$ cat src/rtl/fifo_stream_reader.sv
// Read stage for a FIFO with a registered one-cycle read latency. It turns the FIFO's
// empty/rd_en port into a valid/ready stream through a 2-entry skid buffer, and counts delivered words.
module fifo_stream_reader #(
  parameter int data_width = 4,
  parameter int cnt_width  = 32
) (
  input  logic                  clk,
  input  logic                  rst,
  input  logic                  fifo_empty,
  input  logic [data_width-1:0] fifo_dout,
  output logic                  fifo_rd_en,
  output logic                  m_valid,
  output logic [data_width-1:0] m_data,
  input  logic                  m_ready,
  output logic [1:0]            occupancy,
  output logic [cnt_width-1:0]  pop_count
);

  logic                  inflight;
  logic [data_width-1:0] head_q;
  logic [data_width-1:0] tail_q;
  logic [1:0]            occ_q;
  logic [cnt_width-1:0]  pop_cnt_q;
  logic                  pop;
  logic [2:0]            credit;

  assign pop       = m_valid & m_ready;
  assign m_valid   = (occ_q != 2'd0);
  assign m_data    = head_q;
  assign occupancy = occ_q;
  assign pop_count = pop_cnt_q;

  // Slots already committed after this cycle; a pop only happens when occ_q >= 1, so this never underflows.
  assign credit     = {1'b0, occ_q} + {2'b00, inflight} - {2'b00, pop};
  assign fifo_rd_en = rst & ~fifo_empty & (credit < 3'd2);

  always_ff @(posedge clk or negedge rst) begin
    if (!rst) begin
      inflight  <= 1'b0;
      head_q    <= '0;
      tail_q    <= '0;
      occ_q     <= 2'd0;
      pop_cnt_q <= '0;
    end else begin
      inflight <= fifo_rd_en;
      if (pop) begin
        pop_cnt_q <= pop_cnt_q + {{(cnt_width-1){1'b0}}, 1'b1};
      end
      case ({inflight, pop})
        2'b10: begin
          if (occ_q == 2'd0) begin
            head_q <= fifo_dout;
          end else begin
            tail_q <= fifo_dout;
          end
          occ_q <= occ_q + 2'd1;
        end
        2'b01: begin
          head_q <= tail_q;
          occ_q  <= occ_q - 2'd1;
        end
        2'b11: begin
          if (occ_q == 2'd2) begin
            head_q <= tail_q;
            tail_q <= fifo_dout;
          end else begin
            head_q <= fifo_dout;
          end
        end
        default: ;
      endcase
    end
  end

  // The credit rule makes a capture into a full buffer unreachable.
  overflow_check: assert property (@(posedge clk) disable iff (!rst)
    !(inflight && !pop && (occ_q == 2'd2)))
    else $error("ERROR: reader overflow %m at time %0t", $time);

endmodule
$ cat config.mk
export PLATFORM = sky130hd
export DESIGN_NAME = fifo_stream_reader
export DESIGN_NICKNAME = d
export VERILOG_FILES = /design/src/rtl/fifo_stream_reader.sv
export SDC_FILE = /design/constraint.sdc
export NUM_CORES = 1
export LEC_CHECK = 0
export CAP_MARGIN = 0
export CORE_ASPECT_RATIO = 1.4
export CORE_MARGIN = 2
export CORE_UTILIZATION = 30
export CTS_BUF_LIST = sky130_fd_sc_hd__clkbuf_16
export CTS_CLUSTER_DIAMETER = 80
export DETAILED_ROUTE_END_ITERATION = 7
export SLEW_MARGIN = 20
export SYNTH_ARGS = -nofsm -noshare
export SYNTH_HDL_FRONTEND = slang
export SYNTH_SLANG_ARGS = --single-unit
$ cat constraint.sdc
create_clock -name clk -period 3.3 [get_ports clk]
set_input_delay 0.33 -clock clk [delete_from_list [all_inputs] [get_ports clk]]
set_output_delay 0.33 -clock clk [all_outputs]
set_load 0.005 [all_outputs]
# Yosys cells after proc, flatten, opt, wreduce, memory -nomap -nowiden
# Cells that the tools add are included.
# word_totals
reg_bits	43
latch_bits	0
ram_bits	0
romBits	0
wordCells	36
mem_count	0
# op_classes
add_sub_neg	5
multipliers	0
n_div	0
order_cmp	1
n_eq_ne	7
n_shift	0
muxes	7
bitwise_logic	4
reduce_logical	7
# ops
cell	count
$add A32 B1 Y32 const B	1
$mux W4	4
$pmux W4 S3	1
$pmux W4 S2	1
$eq A2 B2 Y1 const B	3
$ne A2 B2 Y1 const B	3
$reduce_bool A2 Y1	3
$pmux W2 S2	1
$add A2 B1 Y3	1
$and A1 B1 Y1	3
$lt A3 B2 Y1 const B	1
$reduce_and A3 Y1	1
$reduce_bool A3 Y1	1
$sub A3 B1 Y3	1
$add A2 B1 Y2 const B	1
$eq A2 B1 Y1 const B	1
$logic_not A2 Y1	1
$reduce_and A2 Y1	1
$sub A2 B1 Y2 const B	1
$not A1 Y1	1

# Longest topological paths before layout
# Gate-level depths: netlist (run 1).
# logic_depth
word_depth	5
ltp_mapped	9
ltp_nobuf	7

# Worst setup path before layout (run 1)
# OpenSTA, ideal clock, no wires.
# synth_path
path_kind	register to output
from	register occ_q[1], in the netlist occupancy[1]
to	output fifo_rd_en
t_arrival_ps	2323
slack_ps	647
stages_incl_launch_ff	10
cell_sequence	dfrtp_1 -> clkbuf_2 -> o21ai_2 -> inv_1 -> buf_2 -> ha_1 -> nand2b_1 -> fa_1 -> xor2_1 -> nor3_1
# synth_via
elab_chain_len	5
# synth_rtl
item	line_no	rtl
start, declared	22	logic [1:0] occ_q;
start signal, assigned	56	occ_q <= occ_q + 2'd1;
start signal, assigned	60	occ_q <= occ_q - 2'd1;
$reduce_bool A2 Y1	28	assign m_valid = (occ_q != 2'd0);
$and A1 B1 Y1	27	assign pop = m_valid & m_ready;
named net pop	24	logic pop;
$sub A3 B1 Y3	34	assign credit = {1'b0, occ_q} + {2'b00, inflight} - {2'b00, pop};
$lt A3 B2 Y1	35	assign fifo_rd_en = rst & ~fifo_empty & (credit < 3'd2);
$and A1 B1 Y1	35	
end, declared	11	output logic fifo_rd_en,
# The timed path passes the listed nets, and every way through them passes these cells.

# Final worst setup path (run 1)
# layout_path
from	input m_ready
to	output fifo_rd_en
# layout_via
elab_chain_len	4
# layout_rtl
item	line_no	rtl
start, declared	14	input logic m_ready,
$and A1 B1 Y1	27	
$sub A3 B1 Y3	34	
$lt A3 B2 Y1	35	
$and A1 B1 Y1	35	
# No other way between the ends.

==> results.py, run 1 <==
metrics = {
    "power_and_ir_drop": {
        "clkPwrFrac": 0.295,
        "peakVddDrop_uv": 251,
        "p_sw_frac": 0.292,
        "p_seq_frac": 0.394,
        "intPower_mw": 1.30,
        "power_mw": 1.83,
        "p_leak_nw": 1.21,
        "power_frac_comb": 0.311,
        "p_switching_mw": 0.535,
        "powerDensity_nw_per_um2": 643,
    },
    "place": {
        "gp_congestion": 0.742,
        "portBuffers": 47,
        "dp_hpwl_um": 3380,
        "post-place-ws_ns": 0.254,
    },
    "timing": {
        "skew_ns": 0.00485,
        "min_period_ns": 3.02,
        "slew_headroom": 0.542,
        "final.setup.worst_slack_ns": 0.277,
        "rsz0062_at_grt": "no",
        "setup_viol": 0,
        "timing.fmax_mhz": 331,
        "hold_violations": 0,
        "post-route-period-util": 0.916,
        "finalMaxSlewViolations": 0,
        "tns_ns": 0,
        "worst_slew_pin_slew_ns": 0.681,
    },
    "final_layout": {
        "area_delta_synth_final_pct": 36.4,
        "nFillCells": 709,
        "drive_gt1_frac": 0.103,
        "antenna-diode-count": 0,
        "layout.nets": 257,
    },
    "worst_hold_path": {
        "hold_class": "input port to asynchronous set/reset pin",
    },
    "synth": {
        "yosysWarningCount": 0,
        "synthArstFlopShare": 1.00,
        "synthFlopType": "dfrtp_1",
        "yosys.area_share.xor_xnor": 0.147,
        "synth_edf_count": 0,
        "ys_seq_area_frac": 0.515,
        "synth_top_area_share": 0.515,
        "synth-compound-area-share": 0.0419,
        "syn_area_per_cell_sq_um": 11.1,
        "syn-instance-count": 188,
        "yosys-mux-area-fraction": 0.0216,
        "synth_simple_gate_area_frac": 0.213,
        "synth_cell_types": 33,
        "synth.area.top_cells": "dfrtp_1 51%, xnor2_1 10%, nand4_1 4.5%",
        "yosys.cell_count.top_type": "dfrtp_1",
        "syn-num-nets": 202,
        "synth_largest_area_cell": "dfrtp_1",
        "synthAdderAreaFrac": 0.0395,
        "syn_area_sq_um": 2090,
        "synth_top_family_by_area": "simple AND/OR/NAND/NOR gates",
        "ys_seq_elements": 43,
        "synthTopCellsByCount": "43 x dfrtp_1, 25 x xnor2_1, 19 x nand2_1",
    },
    "floorplan": {
        "io_pins": 48,
        "fp.dieH_um": 103,
        "coreArea_sq_um": 6850,
        "die_area_sq_um": 7660,
        "start_util": 0.305,
        "num_rows": 36,
        "die_x_um": 74.5,
    },
    "detailed_routing": {
        "drt-wirelength-per-cell_um": 13.4,
        "ant_nets": 0,
        "drt_iter0_drc": 101,
        "drt_first_pass_iters": 4,
        "drc": 0,
        "vias": 1538,
        "drt-vias-per-instance": 4.55,
        "routed_wl_um": 4540,
    },
    "critical_path": {
        "arrival_ns": 2.69,
        "required_ns": 2.97,
        "critPathMaxFanout": 3,
        "worst_setup_path_end_kind": "primary output",
        "reg2reg_depth": 6,
        "cp-start-kind": "input port",
        "worstSetupPathType": "input port to primary output",
    },
    "cts": {
        "ctsResizeCount": 0,
        "clock_latency_ns": 0.28,
        "clock_sinks": 43,
        "holdBufCountCts": 0,
        "cts_buffers": 5,
        "post_cts_buffers": 0,
        "clockBufferDepth": 2,
        "cts_tree": "built",
        "htree_levels": 2,
        "clockRootBuffer": "clkbuf_16",
        "clkTransAtPathRegs_ns": 0.06,
    },
    "global_route": {
        "grt_max_degree": 44,
        "grt_pass1_wl_um": 7490,
        "gr-usage-all-layers": 0.131,
        "grt_pass1_vias": 1530,
        "antenna_found_initial": 0,
        "overflow": 0,
    },
    "flow_run": {
        "maxCapViolations": 0,
    },
    "outcome": {
        "status": "finished clean",
    },
}
-- layer usage --
| metal | up-vias | GRT usage | wire length (um) |
|---|---|---|---|
| li1 | 765 | - | - |
| met1 | 742 | 0.161 | 1990 |
| met2 | 26 | 0.225 | 2340 |
| met3 | 5 | 0.0244 | 134 |
| met4 | 0 | 0.0495 | 80 |
| met5 | - | 0 | 0 |
-- flip-flops by register name, summed over array words and instances (netlist names) --
signal and count:
inflight 1, occupancy 2, pop_count 32, tail_q 4, m_data 4
-- cell type report --
cell class | count | area (sq um) | area share
timing repair buffer | 52 | 503 | 0.176
clock buffer | 5 | 125 | 0.0439
inverter | 7 | 26.3 | 0.00922
clock inverter | 2 | 33.8 | 0.0119
multi-input combinational | 134 | 967 | 0.339
tap | 95 | 119 | 0.0417
sequential | 43 | 1080 | 0.378
-- critical path: stages --
cell and delay (ns):
clkdlybuf4s50_1 0.42, o21ai_2 0.07, inv_1 0.07, ha_1 0.31, nand2b_1 0.17, fa_1 0.37
xor2_1 0.15, nor3_1 0.24, clkdlybuf4s50_1 0.55
-- power groups by stage --
stage | combinational [mW] | sequential [mW] | clock [mW]
finish | 0.570 | 0.722 | 0.540
global route | 0.630 | 0.737 | 0.576
CTS | 0.579 | 0.724 | 0.552
detailed placement | 0.575 | 0.731 | 0
global placement | 0.569 | 0.726 | 0
floorplan | 0.309 | 0.718 | 0
-- placed cells by master, fill, tap and decap left out, types with 5 or more instances in the layout --
| master | n |
|---|---|
| xor2_1 | 10 |
| ha_1 | 5 |
| dfrtp_1 | 43 |
| xnor2_1 | 25 |
| nand3_1 | 5 |
| nor2_1 | 10 |
| nand2_1 | 19 |
| inv_1 | 8 |
| nand4_1 | 15 |
| clkdlybuf4s50_1 | 46 |
| clkbuf_16 | 5 |
| nor3_1 | 5 |
| buf_4 | 5 |
-- kinds of logic after synthesis --
| group | count (synthesis) |
|---|---|
| buffers and inverters | 11 |
| AOI/OAI and AO/OA | 13 |
| xor gates and xnor gates | 35 |
| DFF | 43 |
| adders and majority gates | 6 |
| muxes | 4 |
| and+or+nand+nor | 76 |
-- worst paths after layout --
check | from | slack [ns] | to
setup / recovery | m_ready | 0.28 | fifo_rd_en
hold / removal | rst | 0.14 | occupancy[1]
setup reg to reg | occupancy[1] | 1.26 | tail_q[3]
hold reg to reg | pop_count[31] | 0.47 | pop_count[31]
max in group asynchronous | rst | 2.78 | pop_count[20]
min in group clk | rst | 0.31 | inflight
-- through the flow --
| step | instance area, sq um | std cells | hold slack [ns] | utilization |
|---|---|---|---|---|
| after floorplan | 2090 | 188 | 0.0344 | - |
| after global placement | 2690 | 331 | 0.466 | 0.393 |
| after detailed placement | 2690 | 331 | 0.468 | 0.393 |
| after CTS | 2850 | 338 | 0.173 | 0.416 |
| after global routing | 2850 | 338 | 0.201 | 0.416 |
| final | 2850 | 338 | 0.137 | 0.416 |
Note: power is estimated with default switching activity, not from simulation.
==> run 2: changes to the inputs <==
- SETUP_SLACK_MARGIN: default -> 0.4
==> run 2 against run 1 <==
- register-to-register slack barely moved
- fmax grew 11%
- setup slack better by 0.31 ns
- power up 0.32%
- count of clock-buffer cells in the layout unchanged
- cell count is the same
- sequential share of layout area hardly changed
- via count up 0.33%
- combinational power rose by 1%
- utilization up 0.055 points
- sequential power is essentially flat
- critical endpoint unchanged
- highest routed layer unchanged
==> results.py, run 2 (synthesized netlist as in run 1, its figures left out) <==
metrics = {
    "global_route": {
        "antenna_found_initial": 0,
        "grt_max_degree": 44,
        "overflow": 0,
        "grt_pass1_vias": 1541,
        "gr-usage-all-layers": 0.132,
        "grt_pass1_wl_um": 7530,
    },
    "cts": {
        "htree_levels": 2,
        "clock_latency_ns": 0.28,
        "clock_sinks": 43,
        "clkTransAtPathRegs_ns": 0.06,
        "clockBufferDepth": 2,
        "cts_tree": "built",
        "clockRootBuffer": "clkbuf_16",
        "cts_buffers": 5,
        "post_cts_buffers": 0,
    },
    "detailed_routing": {
        "drt_first_pass_iters": 4,
        "drt_iter0_drc": 102,
        "routed_wl_um": 4580,
        "drt-vias-per-instance": 4.57,
        "ant_nets": 0,
        "drt-wirelength-per-cell_um": 13.6,
        "drc": 0,
        "vias": 1543,
    },
    "critical_path": {
        "worst_setup_path_end_kind": "primary output",
        "required_ns": 2.97,
        "slowest_stage": "clkdlybuf4s50_1",
        "rr_startpoint": "occupancy[1]",
        "r2r-end": "tail_q[3]",
        "path_delay_family": "buffers and inverters",
        "path_cells": "clkdlybuf4s50_1 -> o21ai_2 -> inv_1 -> ha_1 -> nand2b_1 -> fa_1 -> xor2_1 -> nor3_2 -> dlygate4sd2_1",
        "worstSetupPathType": "input port to primary output",
        "arrival_ns": 2.38,
        "reg2reg_depth": 6,
        "cpPeakStageDelay_ns": 0.42,
        "rrSetupSlack_ns": 1.26,
        "cp_num_buf_inv": 3,
        "critPathMaxFanout": 3,
        "cp-start-kind": "input port",
    },
    "final_layout": {
        "final_common_cell": "clkdlybuf4s50_1",
        "finish.utilization": 0.417,
        "finalInstanceArea_sq_um": 2850,
        "antenna-diode-count": 0,
        "drive_gt1_frac": 0.107,
        "area_delta_synth_final_pct": 36.6,
        "final_cell_mix": "45 x clkdlybuf4s50_1, 43 x dfrtp_1, 25 x xnor2_1, 19 x nand2_1, 15 x nand4_1",
        "layout.nets": 257,
        "fin_cells": 338,
        "largest_reg_flops": 32,
    },
    "timing": {
        "skew_ns": 0.00463,
        "post-route-period-util": 0.822,
        "min_period_ns": 2.71,
        "timing.fmax_mhz": 369,
        "setup_viol": 0,
        "worst_slew_pin_slew_ns": 0.681,
        "rsz0062_at_grt": "no",
        "tns_ns": 0,
        "hold_violations": 0,
        "finalMaxSlewViolations": 0,
        "final.setup.worst_slack_ns": 0.586,
        "slew_headroom": 0.542,
        "fin_hold_ws_ns": 0.137,
    },
    "place": {
        "dp_hpwl_um": 3380,
        "portBuffers": 47,
        "placed_cell_area_sq_um": 2690,
        "post-place-ws_ns": 0.254,
        "place_inst": 331,
        "gp_congestion": 0.742,
    },
    "floorplan": {
        "start_util": 0.305,
        "io_pins": 48,
        "die_area_sq_um": 7660,
        "coreArea_sq_um": 6850,
        "die_x_um": 74.5,
        "fp.dieH_um": 103,
        "num_rows": 36,
    },
    "flow_run": {
        "maxCapViolations": 0,
    },
    "outcome": {
        "status": "finished clean",
    },
    "power_and_ir_drop": {
        "peakVddDrop_uv": 251,
        "powerDensity_nw_per_um2": 644,
        "power_mw": 1.84,
        "p_leak_nw": 1.21,
    },
    "worst_hold_path": {
        "hold_class": "input port to asynchronous set/reset pin",
    },
}
[run 2: final cells by class]
cell class | instances | area [sq um]
fillers | 710 | 3990
flip-flops and latches | 43 | 1080
multi-input cells | 134 | 972
repair buffers | 52 | 502
clock buffers | 5 | 125
well taps | 95 | 119
clock inverters | 2 | 33.8
inverters | 7 | 26.3
[run 2: layer usage]
| layer | routed length [um] | vias to the layer above | share of wire | global-route usage |
|---|---|---|---|---|
| li1 | - | 765 | - | - |
| met1 | 2000 | 747 | 0.44 | 0.161 |
| met2 | 2370 | 26 | 0.52 | 0.228 |
| met3 | 134 | 5 | 0.029 | 0.0244 |
| met4 | 80 | 0 | 0.017 | 0.0495 |
| met5 | 0 | - | 0 | 0 |
[run 2: worst reg2reg max path, cell delays in order, from the launching register on]
cell and delay [ns]:
dfrtp_1 0.39, o21ai_2 0.15, inv_1 0.07, buf_4 0.18, ha_1 0.23, a211oi_1 0.51
mux2_2 0.40
[run 2: what timing repair did]
item,CTS,global route
setup endpoints to repair,1,0
gates resized for setup,2,0
hold buffers,0,0
endpoints found under the hold margin,0,0
[run 2: worst max-delay path by stage]
| stage | slack [ns] | end | from | cells after the start |
|---|---|---|---|---|
| 6_report | 0.59 | fifo_rd_en | m_ready | 9 |
| 5_1_grt | 0.47 | fifo_rd_en | m_ready | 9 |
| 4_1_cts | 0.60 | fifo_rd_en | m_ready | 9 |
| 3_5_place_dp | 0.25 | fifo_rd_en | m_ready | 9 |
| 3_3_place_gp | 0.29 | fifo_rd_en | m_ready | 9 |
| 2_1_floorplan | 0.65 | fifo_rd_en | occupancy[1] | 9 |
[run 2: power breakdown]
part           total (mW)  switching (mW)  internal [mW]
combinational       0.576           0.260          0.315
clock               0.540           0.190          0.350
sequential          0.722          0.0916          0.631
total                1.84           0.542           1.30
